[src/rtl/fetch_if.sv]
// Fetch-stage bus: instruction-memory read port plus the decode-side
// valid/stall handshake and the execute-side redirect request.
interface fetch_if #(
  parameter int AW = 5,
  parameter int DW = 32
);
  logic [AW-1:0] imem_addr;
  logic          imem_rd_en;
  logic [DW-1:0] imem_rdata;
  logic [DW-1:0] instr;
  logic [AW-1:0] instr_pc;
  logic          instr_valid;
  logic          stall;
  logic          redirect;
  logic [AW-1:0] redirect_pc;

  // Fetch unit side
  modport master (
    output imem_addr, imem_rd_en, instr, instr_pc, instr_valid,
    input  imem_rdata, stall, redirect, redirect_pc
  );

  // Memory / decode / execute side
  modport slave (
    input  imem_addr, imem_rd_en, instr, instr_pc, instr_valid,
    output imem_rdata, stall, redirect, redirect_pc
  );
endinterface

[src/rtl/fetch_unit.sv]
// Instruction fetch stage: owns the PC, reads a one-cycle-latency
// instruction memory and hands instructions to decode in program order.
// A one-entry skid register absorbs the response already in flight when
// decode stalls, so full throughput is kept without losing data.
//
//   state | meaning
//   IDLE  | just out of reset, no reads issued
//   RUN   | fetching; reads issued while fewer than 2 slots are committed
module fetch_unit #(
  parameter int            AW       = 5,
  parameter int            DW       = 32,
  parameter logic [AW-1:0] PC_START = AW'(12),
  parameter logic [AW-1:0] PC_LAST  = AW'(18)
) (
  input  logic    clk,
  input  logic    rst,
  fetch_if.master bus
);

  typedef enum logic {
    ST_IDLE = 1'b0,
    ST_RUN  = 1'b1
  } state_e;

  state_e        state_q, state_d;
  logic [AW-1:0] pc_q, pc_d;
  logic          inflight_q, inflight_d;
  logic [AW-1:0] inflight_pc_q, inflight_pc_d;
  logic          drop_q, drop_d;
  logic [DW-1:0] instr_q, instr_d;
  logic [AW-1:0] instr_pc_q, instr_pc_d;
  logic          instr_valid_q, instr_valid_d;
  logic [DW-1:0] skid_instr_q, skid_instr_d;
  logic [AW-1:0] skid_pc_q, skid_pc_d;
  logic          skid_valid_q, skid_valid_d;

  logic          run;
  logic          consumed;
  logic          resp;
  logic          out_free;
  logic          rd_en;
  logic [1:0]    occ;

  // Next-state: read issue, response steering (output vs skid), redirect flush
  always_comb begin
    run      = (state_q == ST_RUN) && !rst;
    consumed = instr_valid_q && !bus.stall;
    resp     = inflight_q && !drop_q;
    // committed slots after this cycle's consume; never exceeds 2
    occ      = {1'b0, instr_valid_q} + {1'b0, skid_valid_q}
             + {1'b0, inflight_q} - {1'b0, consumed};
    rd_en    = run && !bus.redirect && (occ < 2'd2);
    out_free = !instr_valid_q || consumed;

    state_d       = ST_RUN;
    pc_d          = pc_q;
    inflight_d    = rd_en;
    inflight_pc_d = inflight_pc_q;
    drop_d        = 1'b0;
    instr_d       = instr_q;
    instr_pc_d    = instr_pc_q;
    instr_valid_d = instr_valid_q;
    skid_instr_d  = skid_instr_q;
    skid_pc_d     = skid_pc_q;
    skid_valid_d  = skid_valid_q;

    if (rd_en) begin
      inflight_pc_d = pc_q;
      pc_d          = (pc_q == PC_LAST) ? PC_START : pc_q + AW'(1);
    end

    if (run && bus.redirect) begin
      // any response arriving now belongs to the old path
      pc_d          = bus.redirect_pc;
      instr_valid_d = 1'b0;
      skid_valid_d  = 1'b0;
      drop_d        = inflight_q;
    end else if (out_free) begin
      if (skid_valid_q) begin
        instr_d       = skid_instr_q;
        instr_pc_d    = skid_pc_q;
        instr_valid_d = 1'b1;
        skid_valid_d  = resp;
        if (resp) begin
          skid_instr_d = bus.imem_rdata;
          skid_pc_d    = inflight_pc_q;
        end
      end else if (resp) begin
        instr_d       = bus.imem_rdata;
        instr_pc_d    = inflight_pc_q;
        instr_valid_d = 1'b1;
      end else begin
        instr_valid_d = 1'b0;
      end
    end else if (resp) begin
      skid_instr_d = bus.imem_rdata;
      skid_pc_d    = inflight_pc_q;
      skid_valid_d = 1'b1;
    end
  end

  // State and datapath registers with synchronous reset
  always_ff @(posedge clk) begin
    if (rst) begin
      state_q       <= ST_IDLE;
      pc_q          <= PC_START;
      inflight_q    <= 1'b0;
      inflight_pc_q <= '0;
      drop_q        <= 1'b0;
      instr_q       <= '0;
      instr_pc_q    <= '0;
      instr_valid_q <= 1'b0;
      skid_instr_q  <= '0;
      skid_pc_q     <= '0;
      skid_valid_q  <= 1'b0;
    end else begin
      state_q       <= state_d;
      pc_q          <= pc_d;
      inflight_q    <= inflight_d;
      inflight_pc_q <= inflight_pc_d;
      drop_q        <= drop_d;
      instr_q       <= instr_d;
      instr_pc_q    <= instr_pc_d;
      instr_valid_q <= instr_valid_d;
      skid_instr_q  <= skid_instr_d;
      skid_pc_q     <= skid_pc_d;
      skid_valid_q  <= skid_valid_d;
    end
  end

  assign bus.imem_addr   = pc_q;
  assign bus.imem_rd_en  = rd_en;
  assign bus.instr       = instr_q;
  assign bus.instr_pc    = instr_pc_q;
  assign bus.instr_valid = instr_valid_q;

endmodule

[src/flat_wrapper.sv]
// flat-port wrapper written by rule: the top's interface ports become plain ports
module fetch_unit_flat 
#(
  parameter int            AW       = 5,
  parameter int            DW       = 32,
  parameter logic [AW-1:0] PC_START = AW'(12),
  parameter logic [AW-1:0] PC_LAST  = AW'(18)
)
  (clk, rst, bus_imem_addr, bus_imem_rd_en, bus_instr, bus_instr_pc, bus_instr_valid, bus_imem_rdata, bus_stall, bus_redirect, bus_redirect_pc);
  fetch_if #(.AW(AW), .DW(DW)) bus_i ();
  input  logic clk;
  input  logic rst;
  output wire logic [$bits(bus_i.imem_addr)-1:0] bus_imem_addr;
  output wire logic [$bits(bus_i.imem_rd_en)-1:0] bus_imem_rd_en;
  output wire logic [$bits(bus_i.instr)-1:0] bus_instr;
  output wire logic [$bits(bus_i.instr_pc)-1:0] bus_instr_pc;
  output wire logic [$bits(bus_i.instr_valid)-1:0] bus_instr_valid;
  input wire logic [$bits(bus_i.imem_rdata)-1:0] bus_imem_rdata;
  input wire logic [$bits(bus_i.stall)-1:0] bus_stall;
  input wire logic [$bits(bus_i.redirect)-1:0] bus_redirect;
  input wire logic [$bits(bus_i.redirect_pc)-1:0] bus_redirect_pc;
  assign bus_imem_addr = bus_i.imem_addr;
  assign bus_imem_rd_en = bus_i.imem_rd_en;
  assign bus_instr = bus_i.instr;
  assign bus_instr_pc = bus_i.instr_pc;
  assign bus_instr_valid = bus_i.instr_valid;
  assign bus_i.imem_rdata = bus_imem_rdata;
  assign bus_i.stall = bus_stall;
  assign bus_i.redirect = bus_redirect;
  assign bus_i.redirect_pc = bus_redirect_pc;
  fetch_unit #(.AW(AW), .DW(DW), .PC_START(PC_START), .PC_LAST(PC_LAST)) u_core (.clk(clk), .rst(rst), .bus(bus_i));
endmodule
[config.mk]
export PLATFORM = sky130hd
export DESIGN_NAME = fetch_unit_flat
export DESIGN_NICKNAME = d
export VERILOG_FILES = /design/src/rtl/fetch_if.sv /design/src/rtl/fetch_unit.sv /design/src/flat_wrapper.sv
export SDC_FILE = /design/constraint.sdc
export NUM_CORES = 1
export LEC_CHECK = 0
export BUFFER_PORTS_ARGS = -buffer_cell sky130_fd_sc_hd__buf_2
export CAP_MARGIN = 25
export CORE_ASPECT_RATIO = 1.75
export CORE_MARGIN = 8
export CORE_UTILIZATION = 35
export CTS_CLUSTER_SIZE = 16
export DETAILED_ROUTE_END_ITERATION = 8
export HOLD_SLACK_MARGIN = 0.08
export PLACE_DENSITY = 0.55
export SLEW_MARGIN = 0
export SYNTH_ARGS = -nofsm -noshare
export SYNTH_HDL_FRONTEND = slang
export SYNTH_SLANG_ARGS = --single-unit
[constraint.sdc]
create_clock -name clk -period 2.5 [get_ports clk]
set_input_delay 0.125 -clock clk [delete_from_list [all_inputs] [get_ports clk]]
set_output_delay 0.125 -clock clk [all_outputs]
set_load 0.05 [all_outputs]
==> results.cfg, run 1 <==
[floorplan]
core_um2 = 10300
die_w_um = 93.6
pin_count = 85
floorplan.initialDensity_pct = 35.8
die_area_um2 = 14200
rows = 49
die_y_um = 152

[synth]
synthesis.nets = 464
mappedNetlistArea_um2 = 3690
yosys_warnings = 0
synth-edff-count = 0
synth_area_per_cell_um2 = 8.80
ys_seq_elements = 89
ys_types = 39
yosysSeqAreaShare_pct = 48.3
synthCells = 419
async_flop_share_pct = 0
synth_flop_cell = dfxtp_1

[cells_and_area]
layout_common_cells = dfxtp_1 (87), nand2_1 (85), buf_2 (84), a21oi_1 (52)
antennaDiodeCount = 0
final_common_cell = dfxtp_1
num-nets-final = 570
drive_above_1_share_pct = 22.3
seq_area_um2 = 1780
nFillCells = 1023
area_delta_synth_final_pct = 30.1
multi_input_area_um2 = 1740

[global_routing]
grtUsageMet3_pct = 3.50
grtUsageMet1_pct = 14.4
grtUsageMet2_pct = 23.9
grt_use_total_pct = 13.6
grt_pass1_wl_um = 15500
grt_overflow = 0
grt_max_degree = 82
grt_pass1_vias = 3190
antenna_found_initial = 0
top_usage_layer = met2

[timing]
fin_skew_ns = 0.00704
rsz0062_at_grt = no
fmax_ghz = 0.422
final-setup-viol-count = 0
finalCriticalPeriod_ns = 2.37
hold_viol_final = 0
fin_tns_setup_ns = 0
tightest_slew_ns = 0.846
drv_slew = 0
post-route-period-util_pct = 94.7
slew_headroom_pct = 43.6

[setup_path]
cp.arrival_ns = 2.24
critPathCaptureType = primary output
worst-path-max-fanout = 9
cpMostUsedCell = ha_1
slowest_stage = dfxtp_2
startpoint_type = flop
worst_ep_required_time_ns = 2.38
cp_cell_sequence = nor2b_1 > ha_1 > inv_1 > ha_1 > a21oi_2 > mux2i_2 > inv_4 > buf_2
worstSetupPathType = reg2out
max_stage_delay_ns = 0.34
rrSetupSlack_ns = 0.37

[power]
static-leakage-power_nw = 1.81
vdd_ir_drop_max_mv = 0.310
powerDensity_nw_per_um2 = 650
p_total_mw = 3.12

[place]
port_buffers = 84
routabilityCongestion = 0.749
dp_hpwl_um = 6300

[clock_tree]
clk_pin_slew_worst_paths_ns = 0.06
cts_root_buffer = clkbuf_16
h-tree-depth = 3
cts.sinks = 89
cts_setup_buffers = 0
cts_tree = done
cts_buffers = 9
insertion_delay_ns = 0.33
max-clock-path-buffers = 2

[drt]
routed_wl_um = 9240
drt_iter0_drc = 124
detail-route-antenna-nets = 0
vias = 3203
vias_per_cell = 4.88
firstDrtPassIters = 4
wl_per_cell_um = 14.1
drt_drc_violations_left = 0

[job]
drv_cap = 0

[run_status]
status = finished clean

[hold_path]
hp-class = in2reg
-- state kept, by name (all words and copies together), names as in the netlist --
signal and flops:
u_core.drop_q 1, u_core.bus.instr_valid 1, u_core.bus.instr 32, u_core.skid_instr_q 32, u_core.inflight_q 1, u_core.bus.instr_pc 5
u_core.state_q 1, u_core.skid_valid_q 1, u_core.bus.imem_addr 5, u_core.skid_pc_q 5, u_core.inflight_pc_q 5
-- cells in the mapped netlist (2+ instances only) --
library cell  number  area, um^2
dfxtp_1           89        1780
nand2_1           85         319
a21oi_1           53         265
a211oi_1          39         293
nor2_1            39         146
mux2i_1           38         380
clkbuf_1          16        60.1
buf_2             10        50.1
inv_1              6        22.5
and2_1             4        25.0
buf_4              4        30.0
ha_1               4        50.1
nor3_1             3        15.0
nand2b_1           2        12.5
nor2b_1            2        12.5
nor4b_1            2        17.5
-- path summary, 6_finish.rpt --
kind / start / cells after the start / end
worst max-delay path: u_core.bus.instr_valid / 8 / bus_imem_rd_en
worst max register to register: u_core.bus.instr_valid / 9 / u_core.bus.imem_addr[2]
worst min register to register: u_core.skid_instr_q[3] / 2 / u_core.skid_instr_q[3]
worst min-delay path: bus_redirect_pc[3] / 3 / u_core.bus.imem_addr[3]
-- where the power goes --
part | leakage, nW | switching (mW) | internal [mW] | total, mW
Clock | 0.128 | 0.522 | 0.692 | 1.21
Sequential | 0.724 | 0.0335 | 1.46 | 1.50
Combinational | 0.955 | 0.266 | 0.144 | 0.410
-- worst max-delay path, delay by kind of cell, from the launching register on --
kind                       cells  cell delay, ns
AOI/OAI and AO/OA              1            0.21
adders and majority gates      2            0.54
buffers and inverters          3            0.35
DFF                            1            0.34
muxes                          1            0.32
and+or+nand+nor                1            0.14
-- what timing repair did --
action / CTS / global route
hold buffers: 34 / 0
resized for setup: 0 / 1
endpoints found under the hold margin: 34 / 0
endpoints found under the setup margin: 0 / 1
-- cell type report --
type,instances,area share (%)
timing repair buffer,127,17.3
sequential,89,37.2
inverter,7,0.600
tap,127,3.31
clock inverter,3,0.365
clock buffer,12,5.14
multi-input combinational,291,36.2
-- metal layers --
metal  routed length (um)  vias to the layer above
met5                    0                        -
met4                  240                        0
met3                  406                       19
met2                 4840                       59
met1                 3750                     1465
li1                     -                     1660
-- stage by stage --
stage	utilization, %	worst slack, ns	cells	cell area (um^2)	hold slack (ns)
final	46.6	0.133	656	4800	0.102
after global routing	46.6	0.0215	656	4800	0.101
after CTS	46.6	0.0227	656	4800	0.0898
after detailed placement	40.7	0.305	607	4190	0.382
after global placement	40.7	0.344	607	4190	0.367
after floorplan	-	0.00791	419	3690	0.261
-- cell families after synthesis --
| kind of cell | count (synthesis) | share of synthesized area (%) |
|---|---|---|
| AO/OA/AOI/OAI | 98 | 16.7 |
| multiplexers | 39 | 10.7 |
| flip-flops | 89 | 48.3 |
| buffers and inverters | 39 | 4.95 |
| XOR/XNOR | 1 | 0.237 |
| AND/OR/NAND/NOR | 148 | 17.5 |
| adder cells (fa/ha/maj) | 5 | 1.63 |
Power figures use the tool's default switching activity.
==> run 2: changes to the inputs <==
--- a/config.mk
+++ b/config.mk
@@ -6,14 +6,14 @@
 export NUM_CORES = 1
 export LEC_CHECK = 0
 export BUFFER_PORTS_ARGS = -buffer_cell sky130_fd_sc_hd__buf_2
-export CAP_MARGIN = 25
+export CAP_MARGIN = 10
 export CORE_ASPECT_RATIO = 1.75
 export CORE_MARGIN = 8
-export CORE_UTILIZATION = 35
+export CORE_UTILIZATION = 53
 export CTS_CLUSTER_SIZE = 16
 export DETAILED_ROUTE_END_ITERATION = 8
 export HOLD_SLACK_MARGIN = 0.08
-export PLACE_DENSITY = 0.55
+export PLACE_DENSITY = 0.78
 export SLEW_MARGIN = 0
 export SYNTH_ARGS = -nofsm -noshare
 export SYNTH_HDL_FRONTEND = slang
==> run 2 against run 1 <==
Maximum frequency decreased by 0.57%. Via count is 0.75% higher. Clock power grew 7%. Worst setup slack worse by 0.014 ns. Global-route usage up 5.0 points. Power up 2.8%. Final cell count decreased by 6.4%. Routed wire length decreased by 2.1%. Clock-buffer cell count up 1. First-iteration DRC count is 44% higher. Sequential cell count is the same. Non-clock buffer count is 1 higher. Critical endpoint unchanged. Highest routed layer unchanged.
==> results.cfg, run 2 (same netlist as run 1, synthesis figures left out) <==
[global_routing]
grt_pass1_wl_um = 15200
grt_overflow = 0
antenna_found_initial = 0
grt_use_total_pct = 18.6
grt_pass1_vias = 3229
grt_max_degree = 82

[timing]
finalCriticalPeriod_ns = 2.38
post-route-period-util_pct = 95.2
fmax_ghz = 0.420
fin_skew_ns = 0.00723
drv_slew = 0
final-setup-viol-count = 0
rsz0062_at_grt = no
slew_headroom_pct = 44.9
hold_viol_final = 0
tightest_slew_ns = 0.827
fin_tns_setup_ns = 0

[clock_tree]
cts_setup_buffers = 0
cts_buffers = 9
cts.sinks = 89
cts_tree = done
clk_pin_slew_worst_paths_ns = 0.06
insertion_delay_ns = 0.32
cts_root_buffer = clkbuf_16
h-tree-depth = 3
max-clock-path-buffers = 2

[cells_and_area]
drive_above_1_share_pct = 22.3
final_core_util_pct = 70.2
layoutNonFillerInstCount = 614
area_delta_synth_final_pct = 29.5
num-nets-final = 571
layout_common_cells = dfxtp_1 (87), nand2_1 (85), buf_2 (84), a21oi_1 (52)
antennaDiodeCount = 0
final_common_cell = dfxtp_1

[floorplan]
die_y_um = 126
rows = 40
die_area_um2 = 9990
core_um2 = 6810
die_w_um = 79.1
floorplan.initialDensity_pct = 54.2
pin_count = 85

[hold_path]
hp-class = in2reg
min_from = bus_redirect_pc[3]

[setup_path]
slowest_stage = dfxtp_2
worst-path-max-fanout = 9
worst_ep_required_time_ns = 2.38
cpMostUsedCell = ha_1
r2r-start = u_core.bus.instr_valid
max_stage_delay_ns = 0.33
crit_family = adder cells
startpoint_type = flop
critPathCaptureType = primary output
cp_cell_sequence = nor2b_1 > ha_1 > inv_1 > ha_1 > a21oi_2 > mux2i_2 > inv_4 > buf_2
worstSetupPathType = reg2out
startpoint = u_core.bus.instr_valid
crit_buf_inv = 3
cp.arrival_ns = 2.26

[power]
p_total_mw = 3.21
vdd_ir_drop_max_mv = 0.429
powerDensity_nw_per_um2 = 671
static-leakage-power_nw = 1.82

[place]
dp_hpwl_um = 5950
place_inst = 565
routabilityCongestion = 0.789
port_buffers = 84

[job]
drv_cap = 0

[drt]
wl_per_cell_um = 14.7
drt_iter0_drc = 178
detail-route-antenna-nets = 0
firstDrtPassIters = 4
vias = 3227
drt_drc_violations_left = 0
routed_wl_um = 9050
vias_per_cell = 5.26

[run_status]
status = finished clean
-- run 2: cell count changes in the layout (fill, tap and decap cells not counted), sizes merged --
| cell | before | now |
|---|---|---|
| buf | 93 | 94 |
| bufinv | 0 | 1 |
| clkinv | 2 | 1 |
| clkbuf | 12 | 13 |
| clkinvlp | 1 | 0 |
-- run 2: what timing repair did --
item,in CTS,in global routing
hold buffers,34,0
gates resized for setup,0,1
hold endpoints to repair,34,0
endpoints found under the setup margin,0,1
-- run 2: layer usage --
metal	vias up	part of all wire, %	track usage [%]	wire length, um
met5	-	0	0	0
met4	0	2.3	7.24	208
met3	16	4.2	4.67	377
met2	64	53	32.5	4760
met1	1492	41	20.6	3700
li1	1655	-	-	-
-- run 2: cell type report --
cell class	instances	area, um^2
well taps	84	105
fillers	535	2030
inverters	7	28.8
clock buffers	13	250
clock inverters	2	38.8
flip-flops and latches	89	1780
repair buffers	128	836
multi-input cells	291	1740
-- run 2: path summary, 6_finish.rpt --
path / endpoint / slack [ns] / depth (start not counted)
hold / removal: u_core.bus.imem_addr[3] / 0.09 / 3
hold reg to reg: u_core.skid_instr_q[14] / 0.45 / 2
setup reg to reg: u_core.bus.imem_addr[2] / 0.35 / 9
setup / recovery: bus_imem_rd_en / 0.12 / 8
-- run 2: metrics by stage --
step	instance area [um^2]	hold slack [ns]	setup WS, ns
2_1_floorplan	3690	0.261	0.00791
3_3_place_gp	4150	0.374	0.365
3_5_place_dp	4150	0.382	0.318
4_1_cts	4770	0.0814	0.0848
5_1_grt	4780	0.0928	0.00211
6_report	4780	0.0882	0.119
-- run 2: worst register-to-register path, delay by kind of cell (launching register included) --
family	cells	cell delay (ns)
muxes	1	0.33
and+or+nand+nor	1	0.13
adders and majority gates	2	0.55
AOI/OAI and AO/OA	3	0.61
DFF	1	0.33
buffers and inverters	2	0.13
-- run 2: where the power goes --
group	leakage (nW)	switching, mW	total [mW]	internal (mW)
Sequential	0.724	0.0322	1.49	1.46
Clock	0.140	0.500	1.30	0.799
Combinational	0.961	0.269	0.413	0.144
